## config.mk

```make
export PLATFORM = sky130hd
export DESIGN_NAME = instruction_sequencer
export DESIGN_NICKNAME = d
export VERILOG_FILES = /design/src/rtl/instruction_sequencer_pkg.sv /design/src/rtl/instruction_sequencer_step_counter.sv /design/src/rtl/instruction_sequencer.sv
export SDC_FILE = /design/constraint.sdc
export NUM_CORES = 1
export LEC_CHECK = 0
export ABC_CLOCK_PERIOD_IN_PS = 5450
export BUFFER_PORTS_ARGS = -buffer_cell sky130_fd_sc_hd__buf_2
export CAP_MARGIN = 20
export CORE_AREA = 2 2 88 90
export CTS_CLUSTER_DIAMETER = 150
export DETAILED_ROUTE_END_ITERATION = 8
export DIE_AREA = 0 0 90 92
export PLACE_DENSITY_LB_ADDON = 0.1
export SLEW_MARGIN = 30
export SYNTH_ARGS = -nofsm -noshare
export SYNTH_HDL_FRONTEND = slang
export SYNTH_SLANG_ARGS = --single-unit
export TNS_END_PERCENT = 30
```

## constraint.sdc

```tcl
create_clock -name i_clk -period 5.45 [get_ports i_clk]
set_input_delay 1.09 -clock i_clk [delete_from_list [all_inputs] [get_ports i_clk]]
set_output_delay 1.09 -clock i_clk [all_outputs]
set_load 0.01 [all_outputs]
```

## src/rtl/instruction_sequencer_pkg.sv

```systemverilog
// rtl/instruction_sequencer_pkg.sv - shared control-word masks and sequencer state encoding
package instruction_sequencer_pkg;

    localparam int CONTROL_WORD_WIDTH = 16;

    localparam logic [CONTROL_WORD_WIDTH-1:0] c_HLT = 16'h0001;
    localparam logic [CONTROL_WORD_WIDTH-1:0] c_ADV = 16'h0002;
    localparam logic [CONTROL_WORD_WIDTH-1:0] c_II  = 16'h0004;

    localparam logic [1:0] ST_RUN   = 2'd0;
    localparam logic [1:0] ST_HALT  = 2'd1;
    localparam logic [1:0] ST_FAULT = 2'd2;

    typedef enum logic [1:0] {
        S_RUN   = ST_RUN,
        S_HALT  = ST_HALT,
        S_FAULT = ST_FAULT
    } seq_state_e;

endpackage

```

## src/rtl/instruction_sequencer_step_counter.sv

```systemverilog
// rtl/instruction_sequencer_step_counter.sv - micro-step counter with enable, clear and terminal count
module instruction_sequencer_step_counter #(
    parameter int INSTRUCTION_STEPS = 32,
    parameter int STEP_WIDTH        = $clog2(INSTRUCTION_STEPS)
) (
    input  logic                  i_clk,
    input  logic                  i_reset,
    input  logic                  i_en,
    input  logic                  i_clear,
    output logic [STEP_WIDTH-1:0] o_count,
    output logic                  o_terminal
);

    logic [STEP_WIDTH-1:0] r_count;

    // Clear dominates enable so an advance always lands on step 0.
    always_ff @(posedge i_clk) begin
        if (i_reset) begin
            r_count <= '0;
        end else if (i_clear) begin
            r_count <= '0;
        end else if (i_en) begin
            r_count <= r_count + 1'b1;
        end
    end

    assign o_count    = r_count;
    assign o_terminal = (r_count == STEP_WIDTH'(INSTRUCTION_STEPS - 1));

endmodule

```

## src/rtl/instruction_sequencer.sv

```systemverilog
// rtl/instruction_sequencer.sv - run/halt/fault sequencer owning the instruction register and step counter
module instruction_sequencer
    import instruction_sequencer_pkg::*;
#(
    parameter int INSTRUCTION_WIDTH = 16,
    parameter int INSTRUCTION_STEPS = 32,
    parameter int RETIRED_WIDTH     = 32,
    parameter int STEP_WIDTH        = $clog2(INSTRUCTION_STEPS)
) (
    input  logic                          i_clk,
    input  logic                          i_reset,
    input  logic [CONTROL_WORD_WIDTH-1:0] i_control_word,
    input  logic [INSTRUCTION_WIDTH-1:0]  i_bus,
    input  logic                          i_run,
    input  logic                          i_step_pulse,
    input  logic                          i_resume,
    output logic [STEP_WIDTH-1:0]         o_step,
    output logic [INSTRUCTION_WIDTH-1:0]  o_instruction,
    output logic                          o_cycle_en,
    output logic                          o_halted,
    output logic                          o_fault,
    output logic [RETIRED_WIDTH-1:0]      o_retired
);

    seq_state_e                 r_state;
    logic [INSTRUCTION_WIDTH-1:0] r_instruction;
    logic [RETIRED_WIDTH-1:0]     r_retired;

    logic w_cycle_en;
    logic w_hlt;
    logic w_adv;
    logic w_ii;
    logic w_terminal;
    logic w_resume;
    logic w_step_en;
    logic w_step_clear;

    assign w_hlt = |(i_control_word & c_HLT);
    assign w_adv = |(i_control_word & c_ADV);
    assign w_ii  = |(i_control_word & c_II);

    assign w_cycle_en = (r_state == S_RUN) & (i_run | i_step_pulse);
    assign w_resume   = (r_state == S_HALT) & i_resume;

    // HLT freezes the step; a runaway step at terminal count also freezes it.
    assign w_step_clear = (w_cycle_en & ~w_hlt & w_adv) | w_resume;
    assign w_step_en    = w_cycle_en & ~w_hlt & ~w_adv & ~w_terminal;

    instruction_sequencer_step_counter #(
        .INSTRUCTION_STEPS (INSTRUCTION_STEPS),
        .STEP_WIDTH        (STEP_WIDTH)
    ) u_step_counter (
        .i_clk      (i_clk),
        .i_reset    (i_reset),
        .i_en       (w_step_en),
        .i_clear    (w_step_clear),
        .o_count    (o_step),
        .o_terminal (w_terminal)
    );

    always_ff @(posedge i_clk) begin
        if (i_reset) begin
            r_state       <= S_RUN;
            r_instruction <= '0;
            r_retired     <= '0;
        end else begin
            case (r_state)
                S_RUN: begin
                    if (w_cycle_en) begin
                        if (w_ii) begin
                            r_instruction <= i_bus;
                        end
                        if (w_hlt) begin
                            r_state <= S_HALT;
                        end else if (w_adv) begin
                            r_retired <= r_retired + 1'b1;
                        end else if (w_terminal) begin
                            r_state <= S_FAULT;
                        end
                    end
                end
                S_HALT: begin
                    // The halting instruction is counted as retired on resume.
                    if (i_resume) begin
                        r_state   <= S_RUN;
                        r_retired <= r_retired + 1'b1;
                    end
                end
                default: begin
                    r_state <= S_FAULT;
                end
            endcase
        end
    end

    assign o_cycle_en    = w_cycle_en;
    assign o_instruction = r_instruction;
    assign o_retired     = r_retired;
    assign o_halted      = (r_state == S_HALT);
    assign o_fault       = (r_state == S_FAULT);

endmodule

```

==> flow_summary.rst, run 1 <==
.. list-table::
   :header-rows: 1

   * - Metric
     - Value
   * - Run status
     - finished, final reports clean
   * - DPL Wire Length
     - roughly 3.9 mm
   * - Adder-Cell Fraction of Synth Area
     - under 10%
   * - Share of the synthesized area in the top cell type
     - between 40 and 50%
   * - Share of synthesized registers carrying an async set or reset
     - 0%
   * - Horizontal die dimension
     - 90 µm
   * - Clock-pin slew on the worst setup and hold paths
     - 110 ps
   * - Post-layout nets
     - 407
   * - Vias post-DR
     - 2208
   * - Area of the die
     - about 8300 µm²
   * - Final Slew Violations
     - 0
   * - WS Path Type
     - input port to output pin
   * - Unrepaired setup endpoints after global routing
     - no
   * - Worst setup slack for register-to-register paths
     - 3170 ps
   * - Register-to-Register Path Depth
     - 8
   * - Hold endpoint
     - o_instruction[9]
   * - Number of core rows
     - 32
   * - Reg2reg end
     - u_step_counter.o_count[3]
   * - Synth-to-Final Area Change
     - 22.0%
   * - Cell variety after synth
     - 40
   * - Boundary Pins
     - slightly above 90
   * - Final WL
     - 5.85 mm
   * - Data arrival at the endpoint of the critical path
     - 1740 ps
   * - Global-route usage over all layers
     - 14.8%
   * - Clock power share
     - 33.0%
   * - Share of synthesized cell area in and, or, nand and nor gates
     - 33.1%
   * - Pwr/cell area
     - 239 nW/µm²
   * - Clock skew after layout
     - 8.44 ps
   * - Clock latency at the later pin of the worst-skew pair
     - roughly 310 ps
   * - Initial standard-cell utilization of the core
     - 33.5%
   * - Fmax
     - 354 MHz
   * - Clock Sink Count
     - between 50 and 60
   * - Maximum number of pins on one net before global-route repair
     - 55
   * - Synth top area cells
     - sky130_fd_sc_hd__dfxtp_1 (44%), sky130_fd_sc_hd__xor2_1 (9.1%), sky130_fd_sc_hd__nand2_1 (6.9%), sky130_fd_sc_hd__nor2_1 (6.8%), sky130_fd_sc_hd__nand4_1 (5.8%)
   * - Max-cap check violation count
     - 0
   * - First-pass detailed-route iteration total
     - 4
   * - Endpoint kind of the worst setup timing path
     - output pin
   * - Most frequently used cell type in the post-synthesis netlist
     - sky130_fd_sc_hd__dfxtp_1
   * - Largest family of logic cells by synthesized area
     - simple AND/OR/NAND/NOR gates
   * - Total gr overflow
     - 0
   * - Hold WC Path Type
     - register to register
   * - Part of the total power dissipated in combinational logic
     - 9.5%
   * - Drt via density
     - 4.70
   * - Number of nets produced by synthesis
     - roughly 340
   * - Biggest area consumer among synthesized cells
     - sky130_fd_sc_hd__dfxtp_1
   * - Reg power frac
     - 57.5%
   * - Worst-case clock buffer depth
     - 2
   * - Total of endpoints with negative setup slack in the final report
     - 0
   * - Wire length of the first global-routing pass
     - 10.2 mm
   * - Iter 0 DRT Violations
     - 59
   * - Yosys Warn Count
     - 0
   * - Multiplexer area fraction after synthesis
     - 1.70%
   * - Mean instance size in the synthesized netlist
     - 8.44 µm²
   * - Static leakage
     - 1.33 nW
   * - Sequential cell area fraction in the yosys report
     - 44.1%
   * - Critical-path maximum fanout
     - 5
   * - Detailed-route DRC error count
     - 0
   * - Mapped Area
     - between 2000 and 2500 µm²
   * - Origin of the worst min-delay path
     - o_instruction[9]
   * - Internal Dissipation
     - 0.000532 W
   * - CTS tree
     - done
   * - Post-placement cell area
     - 2950 µm²
   * - Most used flip-flop cell after synthesis
     - sky130_fd_sc_hd__dfxtp_1
   * - Design area
     - 3050 µm²
   * - Diode insertion count for antenna repair
     - 0
   * - Peak ir drop on the vdd network
     - 0.000121 V
   * - Port buffer count
     - 79
   * - Worst hold path cell count
     - 2
   * - Normalized max-slew margin
     - 33.1%
   * - Hold bufs inserted after CTS
     - 0
   * - NetSw
     - between 0.00015 and 0.0002 W
   * - Fraction of final layout cells sized beyond drive strength 1
     - 27.4%
   * - Min Clock Period, post-route
     - 2830 ps
   * - Area inside the core boundary
     - between 7000 and 8000 µm²
   * - Routed wire length per instance
     - 12.4 µm
   * - Number of levels in the clock H-tree
     - 2
   * - Post-synthesis compound-gate area fraction
     - 5.26%
   * - XOR/XNOR Fraction of Synth Area
     - 10.5%
   * - Critical Path Start Type
     - input port
   * - Vert. Die Dim
     - between 90 and 100 µm
   * - Endpoints failing hold
     - 0
   * - Number of flops mapped to enable cells by yosys
     - 0
   * - Mapped Cells
     - 296
   * - Routed Antenna Nets
     - 0
   * - Sum Neg Setup Slack
     - 0 ps
   * - Required time at the endpoint of the critical path
     - ~4400 ps
   * - Final estimated routing congestion in global placement
     - 0.727
   * - Post-CTS resize count
     - 0
   * - Leading post-synthesis cells by instance count
     - sky130_fd_sc_hd__dfxtp_1 (55), sky130_fd_sc_hd__nand2_1 (46), sky130_fd_sc_hd__nor2_1 (45), sky130_fd_sc_hd__xor2_1 (26), sky130_fd_sc_hd__nand4_1 (23)
   * - Via count of the first global-routing pass
     - around 2100
   * - Clock buffer count from CTS
     - 5
   * - Switching Share
     - 26.9%
   * - Number of buffers added for setup after CTS
     - 0
   * - Worst-Margin Slew
     - between 900 and 1000 ps
   * - Initial antenna violation count
     - 0
   * - Seq cells post-synth
     - 55
   * - Library cell used as clock root buffer
     - sky130_fd_sc_hd__clkbuf_8
   * - Final critical-path share of the clock period
     - 51.9%
   * - FF-to-FF Start
     - u_step_counter.o_count[0]
   * - Count of filler cells inserted in the layout
     - roughly 800
-- metrics by stage --
stage / hold WS, ps / instances / util (%) / setup slack, ps / total power (W)
after floorplan: 481 / 296 / - / 2940 / 0.000471
after global placement: 438 / 462 / 39.6 / 2400 / 0.000497
after detailed placement: 443 / 462 / 39.6 / 2360 / 0.000498
after CTS: 460 / 470 / 40.9 / 2620 / 0.000745
after global routing: 480 / 470 / 40.9 / 2560 / 0.000767
final: 456 / 470 / 40.9 / 2620 / 0.000728
-- placed cells by master, fill, tap and decap left out, types with 6 or more instances in the layout --
master,count
sky130_fd_sc_hd__nand3_1,10
sky130_fd_sc_hd__a21oi_1,18
sky130_fd_sc_hd__nand4_1,23
sky130_fd_sc_hd__nand2_1,46
sky130_fd_sc_hd__xor2_1,26
sky130_fd_sc_hd__nor2_1,45
sky130_fd_sc_hd__nor2b_1,6
sky130_fd_sc_hd__dfxtp_1,55
sky130_fd_sc_hd__buf_2,79
-- flip-flops by register name (all words and copies together), names as in the netlist --
| signal | flops |
|---|---|
| o_instruction | 16 |
| o_retired | 32 |
| r_state | 2 |
| u_step_counter.o_count | 5 |
-- layout make-up --
class / instances / area (µm²) / area share (%)
Multi-Input combinational cell: 220 / 1300 / 42.7
Timing Repair Buffer: 80 / 403 / 13.2
Clock inverter: 3 / 26.3 / 0.862
Inverter: 5 / 18.8 / 0.616
Tap cell: 102 / 128 / 4.19
Clock buffer: 5 / 68.8 / 2.26
Sequential cell: 55 / 1100 / 36.1
-- cells by family (layout without fill, tap and decap cells) --
group	Yosys count	in the layout
and+or+nand+nor	159	159
DFF	55	55
xor gates and xnor gates	30	30
AOI/OAI and AO/OA	24	24
buffers and inverters	21	93
muxes	4	4
adders and majority gates	3	3
-- how the worst max path moves through the flow --
stage / from / end / cells past startpoint
after global routing: i_step_pulse / o_cycle_en / 4
after CTS: i_step_pulse / o_cycle_en / 4
after detailed placement: i_control_word[0] / o_retired[18] / 6
final: i_step_pulse / o_cycle_en / 4
after global placement: i_control_word[0] / o_retired[18] / 6
after floorplan: i_step_pulse / o_cycle_en / 2
-- worst max-delay path, stage by stage --
cell	delay, ps
sky130_fd_sc_hd__buf_2	100
sky130_fd_sc_hd__nor2_1	260
sky130_fd_sc_hd__nor3_2	120
sky130_fd_sc_hd__buf_2	170
-- per-layer routing --
metal  vias to the layer above  global-route usage (%)  share of wire (%)  wire (µm)
li1                       1150                       -                  -          -
met2                        54                    24.2                 44       2590
met3                         4                    3.53                4.4        258
met5                         -                       0                  0          0
met4                         0                    3.46               0.94         55
met1                      1000                    19.8                 50       2950
-- power groups by stage --
stage | logic, W | registers (W) | clock network (W)
after CTS | 0.0000705 | 0.000418 | 0.000256
after global placement | 0.0000698 | 0.000427 | 0
after detailed placement | 0.0000704 | 0.000428 | 0
final | 0.0000691 | 0.000418 | 0.000240
after global routing | 0.0000781 | 0.000420 | 0.000269
after floorplan | 0.0000397 | 0.000432 | 0
(Power assumes the default switching activity.)
==> inputs of run 2 (changes only) <==
- ABC_CLOCK_PERIOD_IN_PS: 5450 -> 2450
- clock period: 5.45 -> 2.45 ns (I/O delays scaled with it)
==> run 2 against run 1 <==
  * Register-to-register slack got worse by 2800 ps
  * Via count grew 3.1%
  * Die area unchanged
  * Combinational power up 130%
==> flow_summary.rst, run 2 (synthesized netlist as in run 1, its figures left out) <==
.. list-table::
   :header-rows: 1

   * - Metric
     - Value
   * - CTS tree
     - done
   * - Final WL
     - 6.10 mm (+4.2%)
   * - Library cell used as clock root buffer
     - sky130_fd_sc_hd__clkbuf_8
   * - Endpoint kind of the worst setup timing path
     - register
   * - Commonest non-fill, non-tap cell in the layout
     - sky130_fd_sc_hd__buf_2
   * - Iter 0 DRT Violations
     - 52 (-12%)
   * - Min Clock Period, post-route
     - between 2000 and 2500 ps
   * - Fmax
     - 485 MHz
   * - Clock-pin slew on the worst setup and hold paths
     - 110 ps (about the same)
   * - Endpoints failing hold
     - 0 (unchanged)
   * - Area inside the core boundary
     - 7450 µm² (unchanged)
   * - Worst-Margin Slew
     - 894 ps (-95.7 ps)
   * - Post-layout nets
     - 414 (+1.7%)
   * - Data arrival at the endpoint of the critical path
     - 2270 ps (+530 ps)
   * - Clock skew after layout
     - 10.8 ps (+2.33 ps)
   * - Maximum number of pins on one net before global-route repair
     - 34 (-38%)
   * - Horizontal die dimension
     - 90 µm (unchanged)
   * - FF-to-FF Start
     - u_step_counter.o_count[0]
   * - Routed wire length per instance
     - 12.8 µm (+2.7%)
   * - Initial antenna violation count
     - 0 (unchanged)
   * - Hold bufs inserted after CTS
     - 0 (unchanged)
   * - Worst hold path cell count
     - 3 (+1)
   * - Required time at the endpoint of the critical path
     - 2660 ps (-1700 ps)
   * - Most used cell along the critical path
     - sky130_fd_sc_hd__ha_1
   * - Sum Neg Setup Slack
     - 0 ps (unchanged)
   * - Vias post-DR
     - 2277 (+3.1%)
   * - Normalized max-slew margin
     - 39.6% (+6.5 points)
   * - Detailed-route DRC error count
     - 0 (unchanged)
   * - Final estimated routing congestion in global placement
     - 0.739 (+1.8%)
   * - Leading cell types in the layout, fill and taps excluded
     - sky130_fd_sc_hd__buf_2 (79), sky130_fd_sc_hd__dfxtp_1 (55), sky130_fd_sc_hd__nand2_1 (46)
   * - Cells along the critical path
     - ha_1, and3_1, ha_1, or3_1, nor4_2, buf_4, nand4_1, xor2_1, nor2_1
   * - Diode insertion count for antenna repair
     - 0 (unchanged)
   * - Number of buffers added for setup after CTS
     - 0 (unchanged)
   * - Number of levels in the clock H-tree
     - 2 (unchanged)
   * - Total of endpoints with negative setup slack in the final report
     - 0 (unchanged)
   * - Worst slack at placement
     - 337 ps (-2030 ps)
   * - Boundary Pins
     - 93 (unchanged)
   * - Unrepaired setup endpoints after global routing
     - no
   * - Critical Path Start Type
     - register
   * - Via count of the first global-routing pass
     - 2085 (-2.6%)
   * - Slowest stage delay, CP
     - 380 ps (+120 ps)
   * - Number of flip-flops under the largest register name
     - 32 (unchanged)
   * - Worst-case clock buffer depth
     - 2 (unchanged)
   * - Reg2reg end
     - u_step_counter.o_count[3]
   * - Drt via density
     - 4.77 (+1.6%)
   * - Worst hold slack
     - 399 ps (-56.1 ps)
   * - Vert. Die Dim
     - 92 µm (unchanged)
   * - Port buffer count
     - 79 (unchanged)
   * - Design area
     - 3120 µm² (+2.3%)
   * - Max-cap check violation count
     - 0 (unchanged)
   * - DPL Wire Length
     - 4.26 mm (+8.0%)
   * - First-pass detailed-route iteration total
     - 5 (+1)
   * - Worst setup slack for register-to-register paths
     - 390 ps (-2780 ps)
   * - Critical-path maximum fanout
     - 5 (unchanged)
   * - Register-to-Register Path Depth
     - 9 (+1)
   * - Wire length of the first global-routing pass
     - 10.0 mm (-1.8%)
   * - Origin of the worst min-delay path
     - i_bus[5]
   * - Area of the die
     - 8280 µm² (unchanged)
   * - Pwr/cell area
     - 551 nW/µm² (+130%)
   * - Total gr overflow
     - 0 (unchanged)
   * - Initial standard-cell utilization of the core
     - 33.5% (unchanged)
   * - Peak ir drop on the vdd network
     - 0.000190 V (+57%)
   * - Final critical-path share of the clock period
     - 84.1%
   * - Run status
     - finished, final reports clean
   * - Clock buffer count from CTS
     - 5 (unchanged)
   * - Routed Antenna Nets
     - 0 (unchanged)
   * - Hold WC Path Type
     - input port to register
   * - Final Worst Setup Slack
     - 388 ps (-2240 ps)
   * - Cell at the slowest stage of the critical path
     - sky130_fd_sc_hd__or3_1
   * - Final Slew Violations
     - 0 (unchanged)
   * - WS Path Type
     - register to register
   * - Global-route usage over all layers
     - 14.7% (-0.093 points)
   * - Clock Sink Count
     - 55 (unchanged)
   * - Fraction of final layout cells sized beyond drive strength 1
     - 28.5% (+1.1 points)
   * - Number of core rows
     - 32 (unchanged)
   * - Post-CTS resize count
     - 0 (unchanged)
   * - Clock latency at the later pin of the worst-skew pair
     - 320 ps (about the same)
   * - Post-placement cell area
     - 3000 µm² (+1.8%)
   * - Synth-to-Final Area Change
     - 24.8%
   * - Static leakage
     - 1.37 nW (+3.2%)
   * - Hold endpoint
     - o_instruction[5]
==> run 2: cell types whose count changed in the layout (fill, tap and decap cells not counted) <==
cell / change
sky130_fd_sc_hd__buf_4: +7
sky130_fd_sc_hd__a21o_1: +1
sky130_fd_sc_hd__a21o_2: -1
sky130_fd_sc_hd__bufinv_16: +1
sky130_fd_sc_hd__clkinv_4: -1
sky130_fd_sc_hd__clkinvlp_4: +1
sky130_fd_sc_hd__inv_6: -1
==> run 2: per-layer routing <==
layer | up-vias | track usage [%] | part of all wire [%]
met5 | - | 0 | 0
met4 | 0 | 4.49 | 1.2
met3 | 8 | 4.11 | 5.2
met2 | 73 | 22.6 | 42
met1 | 1034 | 20.1 | 51
li1 | 1162 | - | -
==> run 2: final cells by class <==
class | count | area, µm²
inverters | 5 | 18.8
well taps | 102 | 128
fillers | 821 | 4330
multi-input cells | 220 | 1300
clock buffers | 5 | 68.8
repair buffers | 87 | 455
flip-flops and latches | 55 | 1100
clock inverters | 3 | 46.3
==> run 2: how the worst max path moves through the flow <==
stage                               from  cells after the start  slack [ps]                   endpoint
2_1_floorplan  u_step_counter.o_count[0]                      8         300  u_step_counter.o_count[3]
3_3_place_gp                    i_resume                      6         310              o_retired[20]
6_report       u_step_counter.o_count[0]                      9         390  u_step_counter.o_count[3]
3_5_place_dp                    i_resume                      6         340              o_retired[28]
5_1_grt        u_step_counter.o_count[0]                      9         240  u_step_counter.o_count[3]
4_1_cts        u_step_counter.o_count[0]                      9         370  u_step_counter.o_count[3]
==> run 2: per-stage QoR <==
step / power [W] / utilization (%) / cells
detailed placement: 0.00111 / 40.3 / 469
global route: 0.00181 / 41.9 / 477
finish: 0.00172 / 41.9 / 477
global placement: 0.00111 / 40.3 / 469
floorplan: 0.00105 / - / 296
CTS: 0.00175 / 41.9 / 477
==> run 2: power by group <==
group	switching [W]	internal, W	total [W]
combinational	0.0000991	0.0000612	0.000160
clock	0.000319	0.000308	0.000628
sequential	0.0000142	0.000915	0.000930
==> run 2: worst max-delay path, delay by kind of cell, from the launching register on <==
family | cells | cell delay, ps
DFF | 1 | 360
buffers and inverters | 1 | 190
xor gates and xnor gates | 1 | 150
adders and majority gates | 2 | 410
and+or+nand+nor | 5 | 860
==> inputs of run 3 (changes only) <==
- ABC_CLOCK_PERIOD_IN_PS: 2450 -> 2000
- clock period: 2.45 -> 2 ns (I/O delays scaled with it)
==> run 3 against run 2 <==
  * Sequential share of layout area decreased by 2.0 points
  * Global-route usage increased by 0.38 points
  * Setup slack got worse by 270 ps
  * Cell count is 4.6% higher
  * Critical path type unchanged
==> flow_summary.rst, run 3 (synthesized netlist as in run 1, its figures left out) <==
.. list-table::
   :header-rows: 1

   * - Metric
     - Value
   * - Fraction of final layout cells sized beyond drive strength 1
     - 34.3% (+5.7 points)
   * - Peak ir drop on the vdd network
     - 0.000261 V (+38%)
   * - Diode insertion count for antenna repair
     - 0 (unchanged)
   * - Vert. Die Dim
     - 92 µm (unchanged)
   * - Clock latency at the later pin of the worst-skew pair
     - 320 ps (about the same)
   * - Inst Count DP
     - 491 (+4.7%)
   * - Iter 0 DRT Violations
     - 53 (+1.9%)
   * - Critical-path maximum fanout
     - 3 (-2)
   * - Worst-case clock buffer depth
     - 2 (unchanged)
   * - Final estimated routing congestion in global placement
     - 0.743 (+0.42%)
   * - Count of filler cells inserted in the layout
     - 807 (-1.7%)
   * - Critical Path Start Type
     - register
   * - First-pass detailed-route iteration total
     - 4 (-1)
   * - Cell at the slowest stage of the critical path
     - sky130_fd_sc_hd__dfxtp_4
   * - Min Clock Period, post-route
     - 1880 ps (-183 ps)
   * - Leading cell types in the layout, fill and taps excluded
     - sky130_fd_sc_hd__buf_2 (79), sky130_fd_sc_hd__dfxtp_1 (53), sky130_fd_sc_hd__nand2_1 (46)
   * - Hold bufs inserted after CTS
     - 0 (unchanged)
   * - Run status
     - finished, final reports clean
   * - Gr busiest metal
     - met2
   * - Clock skew after layout
     - 16.8 ps (+6.02 ps)
   * - Routed wire length per instance
     - 12.5 µm (-1.8%)
   * - Via count of the first global-routing pass
     - 2133 (+2.3%)
   * - Most used cell along the critical path
     - sky130_fd_sc_hd__ha_4
   * - FF-to-FF Start
     - u_step_counter.o_count[0]
   * - Routed Antenna Nets
     - 0 (unchanged)
   * - Global-route usage over all layers
     - 15.1% (+0.38 points)
   * - Area inside the core boundary
     - 7450 µm² (unchanged)
   * - Non-Filler Instances
     - 499 (+4.6%)
   * - CTS tree
     - done
   * - Grt met1 use
     - 21.5% (+1.4 points)
   * - DPL Wire Length
     - 4.52 mm (+6.1%)
   * - Total gr overflow
     - 0 (unchanged)
   * - Number of buffers added for setup after CTS
     - 0 (unchanged)
   * - Unrepaired setup endpoints after global routing
     - no
   * - Wire length of the first global-routing pass
     - 10.2 mm (+1.9%)
   * - Design area
     - 3320 µm² (+6.4%)
   * - Static leakage
     - 1.48 nW (+7.5%)
   * - Fmax
     - 532 MHz (+9.8%)
   * - Final critical-path share of the clock period
     - 93.9% (+9.8 points)
   * - Origin of the worst min-delay path
     - i_bus[7]
   * - Worst hold slack
     - 296 ps (-103 ps)
   * - Met3 track demand over resource in global routing
     - 3.29% (-0.82 points)
   * - Required time at the endpoint of the critical path
     - 2210 ps (-450 ps)
   * - Boundary Pins
     - 93 (unchanged)
   * - Area of the die
     - 8280 µm² (unchanged)
   * - Global-route met2 utilization
     - 22.6% (unchanged)
   * - Port buffer count
     - 79 (unchanged)
   * - Final WL
     - 6.26 mm (+2.7%)
   * - Synth-to-Final Area Change
     - 32.9%
   * - Hold WC Path Type
     - input port to register
   * - WS Path Type
     - register to register
   * - Commonest non-fill, non-tap cell in the layout
     - sky130_fd_sc_hd__buf_2
   * - Max-cap check violation count
     - 0 (unchanged)
   * - Number of flip-flops under the largest register name
     - 32 (unchanged)
   * - Vias post-DR
     - 2350 (+3.2%)
   * - Clock Sink Count
     - 55 (unchanged)
   * - Data arrival at the endpoint of the critical path
     - 2080 ps (-190 ps)
   * - Final Slew Violations
     - 0 (unchanged)
   * - Total of endpoints with negative setup slack in the final report
     - 0 (unchanged)
   * - Pwr/cell area
     - 607 nW/µm² (+10%)
   * - Initial antenna violation count
     - 0 (unchanged)
   * - Clock-pin slew on the worst setup and hold paths
     - 120 ps (about the same)
   * - Cells along the critical path
     - ha_4, and3_4, ha_4, or3_4, nor4_4, buf_4, mux2i_1, nor2_1
   * - Maximum number of pins on one net before global-route repair
     - 27 (-21%)
   * - Endpoints failing hold
     - 0 (unchanged)
   * - Number of core rows
     - 32 (unchanged)
   * - Detailed-route DRC error count
     - 0 (unchanged)
   * - Drt via density
     - 4.71 (-1.3%)
   * - Post-layout nets
     - 436 (+5.3%)
   * - Worst-Margin Slew
     - 569 ps (-325 ps)
   * - Number of levels in the clock H-tree
     - 2 (unchanged)
   * - Horizontal die dimension
     - 90 µm (unchanged)
   * - Post-placement cell area
     - 3220 µm² (+7.1%)
   * - Utilization after layout
     - 44.6% (+2.7 points)
   * - Slowest stage delay, CP
     - 360 ps (-20 ps)
   * - Crit. Startpoint
     - u_step_counter.o_count[0]
   * - Normalized max-slew margin
     - 62.0% (+22 points)
   * - Library cell used as clock root buffer
     - sky130_fd_sc_hd__clkbuf_8
   * - Clock buffer count from CTS
     - 5 (unchanged)
   * - Initial standard-cell utilization of the core
     - 33.5% (unchanged)
   * - Endpoint kind of the worst setup timing path
     - register
==> run 3: cell types whose count changed in the layout (fill, tap and decap cells not counted), sizes merged <==
cell / previous run / this run
buf: 87 / 109
bufinv: 1 / 0
clkinv: 0 / 1
clkinvlp: 1 / 0
inv: 6 / 7
==> run 3: final timing paths <==
path	end	slack, ps	cells after the start
setup / recovery	u_step_counter.o_count[1]	120	8
hold / removal	o_instruction[7]	300	3
setup reg to reg	u_step_counter.o_count[1]	120	8
hold reg to reg	o_instruction[2]	460	2
==> run 3: where the power goes <==
part | internal [W] | switching, W | total [W] | leakage, nW
Combinational | 0.0000882 | 0.000128 | 0.000216 | 0.981
Sequential | 0.00112 | 0.0000155 | 0.00114 | 0.447
Clock | 0.000259 | 0.000404 | 0.000663 | 0.0491
Total | 0.00147 | 0.000547 | 0.00202 | 1.48
==> run 3: layout make-up <==
class	instances	area, µm²	area share (%)
well taps	102	128	3.85
inverters	5	18.8	0.566
clock buffers	5	68.8	2.07
multi-input cells	220	1350	40.7
clock inverters	3	26.3	0.792
repair buffers	109	621	18.7
flip-flops and latches	55	1110	33.3
==> run 3: what timing repair did <==
item	in CTS	in global routing
setup endpoints to repair	2	6
resized for setup	0	1
pin swaps	1	1
==> run 3: metal layers <==
layer / share of wire (%) / wire (µm)
met4: 1.5 / 93
met2: 43 / 2670
met5: 0 / 0
met1: 50 / 3160
met3: 5.4 / 337
==> run 3: stage by stage <==
step                      worst slack [ps]  TNS (ps)  total power (W)
after detailed placement             -48.7      -201          0.00138
after global routing                  6.15         0          0.00212
final                                  122         0          0.00202
after floorplan                      -33.0     -33.0          0.00129
after global placement               -26.5     -32.5          0.00138
after CTS                             48.9         0          0.00205
==> run 3: worst max-delay path: cells and delay by family, from the launching register on <==
family                     cells  cell delay, ps
adders and majority gates      2             300
buffers and inverters          1             190
DFF                            1             360
muxes                          1             170
and+or+nand+nor                4             760
